<file path="src/rtl/bullet_pool.sv">
`timescale 1ns/1ps
// bullet_pool: multi-slot player bullet manager.
// Launches one bullet per fire edge, with a cooldown between launches.
// Moves all live bullets up one pixel per rate tick.
// Resolves bullet hits against one square enemy and decrements its colour/health.
// Ports:
//   clk, resetn                    clock, async active-low reset
//   play, load_level               run enable, sync reinitialise
//   fire                           fire button (level)
//   playerX/Y, enemyX/Y            top-left pixel positions
//   enemy_width                    enemy side length (0 = no enemy)
//   bullet_valid, bullet_x/y       per-slot live flag and packed coordinates
//   move, enemy_hit                one-cycle event pulses
//   enemy_color, enemy_dead        enemy health, combinational dead flag
module bullet_pool #(
  parameter int unsigned NUM_BULLETS = 4,
  parameter int unsigned RATE_DIV    = 500000,
  parameter int unsigned COOLDOWN    = 100000,
  parameter logic [2:0]  HEALTH_INIT = 3'b111
) (
  input  logic                     clk,
  input  logic                     resetn,
  input  logic                     play,
  input  logic                     load_level,
  input  logic                     fire,
  input  logic [7:0]               playerX,
  input  logic [6:0]               playerY,
  input  logic [7:0]               enemyX,
  input  logic [6:0]               enemyY,
  input  logic [2:0]               enemy_width,
  output logic [NUM_BULLETS-1:0]   bullet_valid,
  output logic [8*NUM_BULLETS-1:0] bullet_x,
  output logic [7*NUM_BULLETS-1:0] bullet_y,
  output logic                     move,
  output logic                     enemy_hit,
  output logic [2:0]               enemy_color,
  output logic                     enemy_dead
);

  localparam int unsigned CNT_W = (RATE_DIV > 1) ? $clog2(RATE_DIV) : 1;
  localparam int unsigned CD_W  = (COOLDOWN > 1) ? $clog2(COOLDOWN + 1) : 1;
  localparam logic [CNT_W-1:0] CNT_MAX = CNT_W'(RATE_DIV - 1);
  localparam logic [CD_W-1:0]  CD_LOAD = CD_W'(COOLDOWN);

  logic [NUM_BULLETS-1:0] valid_q, valid_d;
  logic [7:0]             x_q [NUM_BULLETS];
  logic [7:0]             x_d [NUM_BULLETS];
  logic [6:0]             y_q [NUM_BULLETS];
  logic [6:0]             y_d [NUM_BULLETS];
  logic [CNT_W-1:0]       cnt_q, cnt_d;
  logic [CD_W-1:0]        cd_q, cd_d;
  logic                   fire_q;
  logic [2:0]             color_d;
  logic                   move_d, hit_d;

  logic [NUM_BULLETS-1:0] hit_vec, free_vec, launch_oh;
  logic                   tick, launch, any_hit;
  logic [8:0]             ex_hi;
  logic [7:0]             ey_hi;

  // Enemy box bounds, widened so the far edge never wraps
  assign ex_hi = {1'b0, enemyX} + {6'b0, enemy_width} - 9'd1;
  assign ey_hi = {1'b0, enemyY} + {5'b0, enemy_width} - 8'd1;

  // Per-slot collision against the registered bullet positions
  always_comb begin
    hit_vec = '0;
    for (int i = 0; i < int'(NUM_BULLETS); i++) begin
      hit_vec[i] = valid_q[i] && (enemy_width != 3'd0) &&
                   ({1'b0, x_q[i]} >= {1'b0, enemyX}) && ({1'b0, x_q[i]} <= ex_hi) &&
                   ({1'b0, y_q[i]} >= {1'b0, enemyY}) && ({1'b0, y_q[i]} <= ey_hi);
    end
  end

  // Lowest free slot as a one-hot mask (isolate the lowest set bit)
  assign free_vec  = ~valid_q;
  assign launch_oh = free_vec & (~free_vec + NUM_BULLETS'(1));

  assign any_hit = |hit_vec;
  assign tick    = play && (cnt_q == CNT_MAX);
  assign launch  = play && fire && !fire_q && (cd_q == '0) && (|free_vec);

  // Next-state: hit-clear > launch > tick move/retire per slot
  always_comb begin
    valid_d = valid_q;
    x_d     = x_q;
    y_d     = y_q;
    cnt_d   = cnt_q;
    cd_d    = cd_q;
    color_d = enemy_color;
    move_d  = 1'b0;
    hit_d   = 1'b0;
    if (play) begin
      cnt_d  = tick ? '0 : cnt_q + CNT_W'(1);
      move_d = tick && (|valid_q);
      if (cd_q != '0) cd_d = cd_q - CD_W'(1);
      if (launch)     cd_d = CD_LOAD;
      if (any_hit) begin
        hit_d = 1'b1;
        if (enemy_color != 3'd0) color_d = enemy_color - 3'd1;
      end
      for (int i = 0; i < int'(NUM_BULLETS); i++) begin
        if (hit_vec[i]) begin
          valid_d[i] = 1'b0;
        end else if (launch && launch_oh[i]) begin
          valid_d[i] = 1'b1;
          x_d[i]     = playerX + 8'd1;
          y_d[i]     = playerY;
        end else if (tick && valid_q[i]) begin
          if (y_q[i] == 7'd0) valid_d[i] = 1'b0;
          else                y_d[i]     = y_q[i] - 7'd1;
        end
      end
    end
  end

  // State register; load_level mirrors reset synchronously
  always_ff @(posedge clk or negedge resetn) begin
    if (!resetn) begin
      valid_q     <= '0;
      cnt_q       <= '0;
      cd_q        <= '0;
      fire_q      <= 1'b0;
      move        <= 1'b0;
      enemy_hit   <= 1'b0;
      enemy_color <= HEALTH_INIT;
      for (int i = 0; i < int'(NUM_BULLETS); i++) begin
        x_q[i] <= '0;
        y_q[i] <= '0;
      end
    end else if (load_level) begin
      valid_q     <= '0;
      cnt_q       <= '0;
      cd_q        <= '0;
      fire_q      <= 1'b0;
      move        <= 1'b0;
      enemy_hit   <= 1'b0;
      enemy_color <= HEALTH_INIT;
      for (int i = 0; i < int'(NUM_BULLETS); i++) begin
        x_q[i] <= '0;
        y_q[i] <= '0;
      end
    end else begin
      valid_q     <= valid_d;
      cnt_q       <= cnt_d;
      cd_q        <= cd_d;
      fire_q      <= fire;
      move        <= move_d;
      enemy_hit   <= hit_d;
      enemy_color <= color_d;
      for (int i = 0; i < int'(NUM_BULLETS); i++) begin
        x_q[i] <= x_d[i];
        y_q[i] <= y_d[i];
      end
    end
  end

  // Pack slot coordinates onto the flat output buses
  for (genvar g = 0; g < int'(NUM_BULLETS); g++) begin : g_pack
    assign bullet_x[8*g +: 8] = x_q[g];
    assign bullet_y[7*g +: 7] = y_q[g];
  end

  assign bullet_valid = valid_q;
  assign enemy_dead   = (enemy_color == 3'd0);

endmodule

</file>
<file path="config.mk">
export PLATFORM = sky130hd
export DESIGN_NAME = bullet_pool
export DESIGN_NICKNAME = d
export VERILOG_FILES = /design/src/rtl/bullet_pool.sv
export SDC_FILE = /design/constraint.sdc
export NUM_CORES = 1
export LEC_CHECK = 0
export BUFFER_PORTS_ARGS = -buffer_cell sky130_fd_sc_hd__buf_2
export CAP_MARGIN = 20
export CORE_ASPECT_RATIO = 0.5
export CORE_UTILIZATION = 34
export DETAILED_ROUTE_END_ITERATION = 10
export GPL_TIMING_DRIVEN = 0
export PLACE_DENSITY = 0.6
export SYNTH_ARGS = -nofsm -noshare
export SYNTH_HDL_FRONTEND = slang
export SYNTH_SLANG_ARGS = --single-unit
</file>
<file path="constraint.sdc">
create_clock -name clk -period 3.6 [get_ports clk]
set_input_delay 0.72 -clock clk [delete_from_list [all_inputs] [get_ports clk]]
set_output_delay 0.72 -clock clk [all_outputs]
set_load 0.01 [all_outputs]
</file>
Word level (Yosys, flattened, before mapping). Index checks and enable logic that the tools add are counted.

Bits in registers: 106. Input bits: 38. Logic and storage cells: 203.

Add/sub/neg operators: 13. Magnitude comparators: 16. Equality and inequality tests: 9. Multiplexer cells: 63. Bitwise logic cells: 3. Reduce and logical (&&, ||, !) cells: 81.

Operators by type and width (count): $mux 7 (16); $mux 17 (4); $mux 32 (2); $mux 8 (8); $mux 19 (3); $mux 28 (2); $le 8x9->1 (4); $logic_and 1x1->1 (34); $ge 8x8->1 (4); $le 7x8->1 (4); $reduce_bool 4->1 (8); $ge 7x7->1 (4); $logic_not 7->1 (4); $sub 7x1->7 const B (4); $reduce_and 3->1 (9); $mux 1 (22); $reduce_bool 3->1 (7); $add 19x1->19 const B (1); $eq 19x19->1 const B (1); $logic_not 17->1 (1); $reduce_bool 17->1 (1); $sub 17x1->17 const B (1); $reduce_and 4->1 (4); $reduce_bool 2->1 (7); other kinds (17) (30).

Longest topological paths before layout.
Depth in word-level cells: 10. Depth in mapped cells: 22. Mapped depth without buffers: 21.

Worst setup path after synthesis. OpenSTA, ideal clock, no wires.

Path type: input -> register. Start point: input port enemyX[1]. End point: register y_q, in the netlist bullet_y[5]. Arrival: 4369 ps. Required time: 3518 ps. Path slack: -851 ps. Stages: 20. Path through: inv_1 -> ha_1 -> inv_1 -> ha_1 -> inv_1 -> fa_1 -> nor2b_1 -> o21ai_0 -> nand2b_1 -> a21o_1 -> a21oi_1 -> xor2_1 -> ha_1 -> nand4_1 -> o31a_1 -> a221oi_2 -> or3_4 -> or4_4 -> or4_1 -> a31oi_1.

Word-level cells in the longest chain between the ends: 8.

RTL lines: start: declaration (RTL line 28) `input logic [7:0] enemyX,`; $add 8x3->9 (RTL line 62) `assign ex_hi = {1'b0, enemyX} + {6'b0, enemy_width} - 9'd1;`; $sub 9x1->9 (RTL line 62); $le 8x9->1 (RTL line 70) `({1'b0, x_q[i]} >= {1'b0, enemyX}) && ({1'b0, x_q[i]} <= ex_hi) &&`; $logic_and 1x1->1 * (2 in series) (RTL line 70); $logic_and 1x1->1 * (RTL line 71) `({1'b0, y_q[i]} >= {1'b0, enemyY}) && ({1'b0, y_q[i]} <= ey_hi);`; $ne 2x2->1 (no line) *; $reduce_and 4->1 (no line) *; end signal: indexed assignment (RTL line 153) `y_q[i] <= y_d[i];`; end: declaration (RTL line 48) `logic [6:0] y_q [NUM_BULLETS];`.

Mark *: on every way between the ends. The rest lies on a longest branch, timed or not. A chain may end at the register's enable or synchronous reset.

Final worst setup path. Ends and elaborated chain as after synthesis.

==> flow_summary.yaml <==
die:
  io_pins: 108
  die_w_um: 231
  die_area_mm2: 0.0268
  dieHeight_um: 116
  start_util: 0.349
  core_region_area_mm2: 0.0254
  rows: 41
timing:
  hold_slack_ns: 0.468
  setup_viol: 36
  worst_slew_pin_slew_ns: 1.11
  setup_ws_ns: -0.688
  rsz0062_at_grt: "yes"
  finClkSkew_ns: 0.0135
  fin_crit_sh: 1.19
  max_slew_margin: 0.255
  slew_violations: 0
  hold_viol: 0
  fmax_ghz: 0.233
  period_needed_ns: 4.29
setup_path:
  cp_slowest_stage_delay_ns: 0.42
  worst_ep_arrival_time_ns: 4.57
  crit-reg2reg-capture: "bullet_y[21]$_DFFE_PN0P_"
  cp_slowest_cell: "or4_4"
  required_ns: 3.88
  worstSetupEndpointType: "flip-flop"
  cpMostUsedCell: "ha_4"
  crit_type: "input port to flip-flop"
  path_max_fanout: 3
  worstPathCellList: "buf_8 -> inv_6 -> ha_4 -> inv_2 -> ha_4 -> inv_2 -> fa_2 -> nor2b_2 -> o21ai_1 -> nand2b_1 -> a21o_1 -> a21oi_2 -> xor2_2 -> ha_4 -> o31ai_4 -> o221ai_2 -> a221oi_4 -> or3_4 -> or4_4 -> or4_4 -> a31oi_1"
  rrSetupSlack_ns: 0.11
  worstRegToRegCells: 10
  start_kind: "input port"
  r2r_start: "bullet_valid[0]$_DFFE_PN0P_"
cts:
  cts_hold_buffers: 0
  htree_levels: 3
  insertion_delay_ns: 0.36
  cts_tree: "built"
  cts_buffer_depth: 2
  clock-sinks: 106
  clkTransAtPathRegs_ns: 0.08
  ctsRootBufferMaster: "clkbuf_16"
  cts_made_buffers: 9
yosys:
  yosysWarnings: 0
  avgSynthCellArea_um2: 8.72
  netlist-cell-type-count: 76
  synthCells: 1020
  synth_flop_cell: "dfrtp_1"
  syn_nets: 1209
  yosysSeqAreaShare: 0.299
  synth_top_area_share: 0.290
  synthTopCellsByArea: "dfrtp_1 (29%), ha_1 (21%), nor2_1 (4.3%)"
  yosysTopAreaCell: "dfrtp_1"
  synth_edf_count: 0
  synth_seq_cells: 106
  netlist_area_mm2: 0.00889
  synth-async-reset-ratio: 1.00
  yosysMostFrequentCell: "ha_1"
  synth_common_cells: "ha_1 (149), dfrtp_1 (103), nor2_1 (102), nand2_1 (98), o21ai_0 (65)"
status:
  failed_checks: "setup timing"
  status: "finished, violations left"
run:
  maxCapViolations: 0
final_layout:
  area_delta_synth_final_pct: 29.9
  antenna_cells: 0
  final_nets: 1366
  fillers: 2444
  final_cell_area_mm2: 0.0115
  drive_above_1_share: 0.275
global_routing:
  grt_antenna_before_repair: 0
  grt.overflow.total: 0
  grt_pass1_wl_mm: 45.9
  track_usage: 0.224
  grt_pass1_vias: 8307
  grt_max_degree: 68
pwr:
  powerDensity_mw_per_mm2: 414
  p_leak_nw: 5.32
  ir_drop_uv: 273
place:
  dp_hpwl_mm: 22.5
  gp_congestion: 0.912
  dpl-instance-area_mm2: 0.0101
  io_buffers: 107
routing:
  drtPass1Iterations: 6
  post-route-drc-count: 0
  wl_mm: 29.7
  antenna_left: 0
  via_per_inst: 5.50
  wl_per_cell_um: 19.5
  drtIter0Drc: 622
  via_count: 8388
min_path:
  min_path_type: "input port to async pin"
## timing repair
action,4_1_cts,5_1_grt
pin swaps,74,40
gates resized for setup,116,68
endpoints found under the setup margin,36,40
hold endpoints to repair,0,0
gates cloned,1,0
buffers inserted,26,15
## cell usage in the layout, fill, tap and decap left out, drive strengths merged, types with 15 or more instances in the layout
cell / synthesis / final
nand4: 16 / 16
nor2b: 15 / 15
a211oi: 15 / 15
nor2: 103 / 103
a21oi: 58 / 58
buf: 3 / 150
dfrtp: 103 / 103
clkbuf: 21 / 32
o21ai: 65 / 65
xnor2: 18 / 18
nor3: 31 / 31
xor2: 28 / 28
nand2: 98 / 98
nand3: 31 / 31
inv: 63 / 65
nand2b: 21 / 21
ha: 149 / 149
## sequential cells by signal, indices dropped and copies added, names as in the netlist
register	cells
enemy_color	3
enemy_hit	1
move	1
fire_q	1
cd_q	17
bullet_x	32
cnt_q	19
bullet_y	28
bullet_valid	4
## kinds of logic after synthesis
family | after synthesis | synth area share
compound gates | 232 | 0.170
xor+xnor | 48 | 0.0504
fa+ha+maj | 152 | 0.215
buf+inv | 88 | 0.0374
flops | 106 | 0.299
mux | 16 | 0.0197
simple gates | 378 | 0.208
## critical path: cells and delay by family
| kind | cells | cell delay (ns) |
|---|---|---|
| AO/OA/AOI/OAI | 7 | 0.90 |
| XOR/XNOR | 1 | 0.23 |
| buffers and inverters | 4 | 0.24 |
| adder cells (fa/ha/maj) | 4 | 1.04 |
| AND/OR/NAND/NOR | 5 | 1.44 |
## final cells by class
type                            instances  area (um^2)  share of cell area
Multi-Input combinational cell        826         6780               0.588
Sequential cell                       106         2660               0.230
Timing Repair Buffer                  146          998              0.0865
Tap cell                              344          430              0.0373
Inverter                               64          282              0.0244
Clock buffer                           12          256              0.0222
Buffer                                 24          104             0.00900
Clock inverter                          4         33.8             0.00293
## metal layers
metal	track usage	wire length, um	vias up
li1	-	-	4027
met1	0.308	14000	4079
met2	0.365	13500	232
met3	0.0342	1480	50
met4	0.0724	741	0
met5	0	0	-
## power by group
| part | leakage [nW] | internal, W | total (W) | switching (W) |
|---|---|---|---|---|
| Sequential | 1.41 | 0.00134 | 0.00159 | 0.000245 |
| Combinational | 3.76 | 0.000971 | 0.00219 | 0.00122 |
| Clock | 0.145 | 0.000518 | 0.00101 | 0.000488 |
| Total | 5.32 | 0.00283 | 0.00478 | 0.00195 |
## worst max path at each step
stage / from / endpoint / slack [ns] / cells after the start
detailed placement: enemyY[2] / enemy_color[0]$_DFFE_PN1P_ / -1.67 / 20
CTS: enemyX[1] / bullet_y[5]$_DFFE_PN0P_ / -0.76 / 21
global route: enemyX[1] / bullet_y[5]$_DFFE_PN0P_ / -0.83 / 22
finish: enemyX[1] / bullet_y[5]$_DFFE_PN0P_ / -0.69 / 21
global placement: enemyX[2] / enemy_color[0]$_DFFE_PN1P_ / -1.61 / 20
floorplan: enemyX[2] / bullet_y[5]$_DFFE_PN0P_ / -0.72 / 18
## stage by stage
stage               cells  setup TNS [ns]  power, W   util  worst slack (ns)
floorplan            1020           -6.44   0.00283      -            -0.716
global placement     1471          -41.44   0.00333  0.395             -1.61
detailed placement   1472          -43.17   0.00341  0.396             -1.67
CTS                  1513          -15.38   0.00464  0.437            -0.756
global route         1526          -23.10   0.00513  0.454            -0.826
finish               1526          -17.38   0.00478  0.454            -0.688
Note: power is estimated with default switching activity, not from simulation.
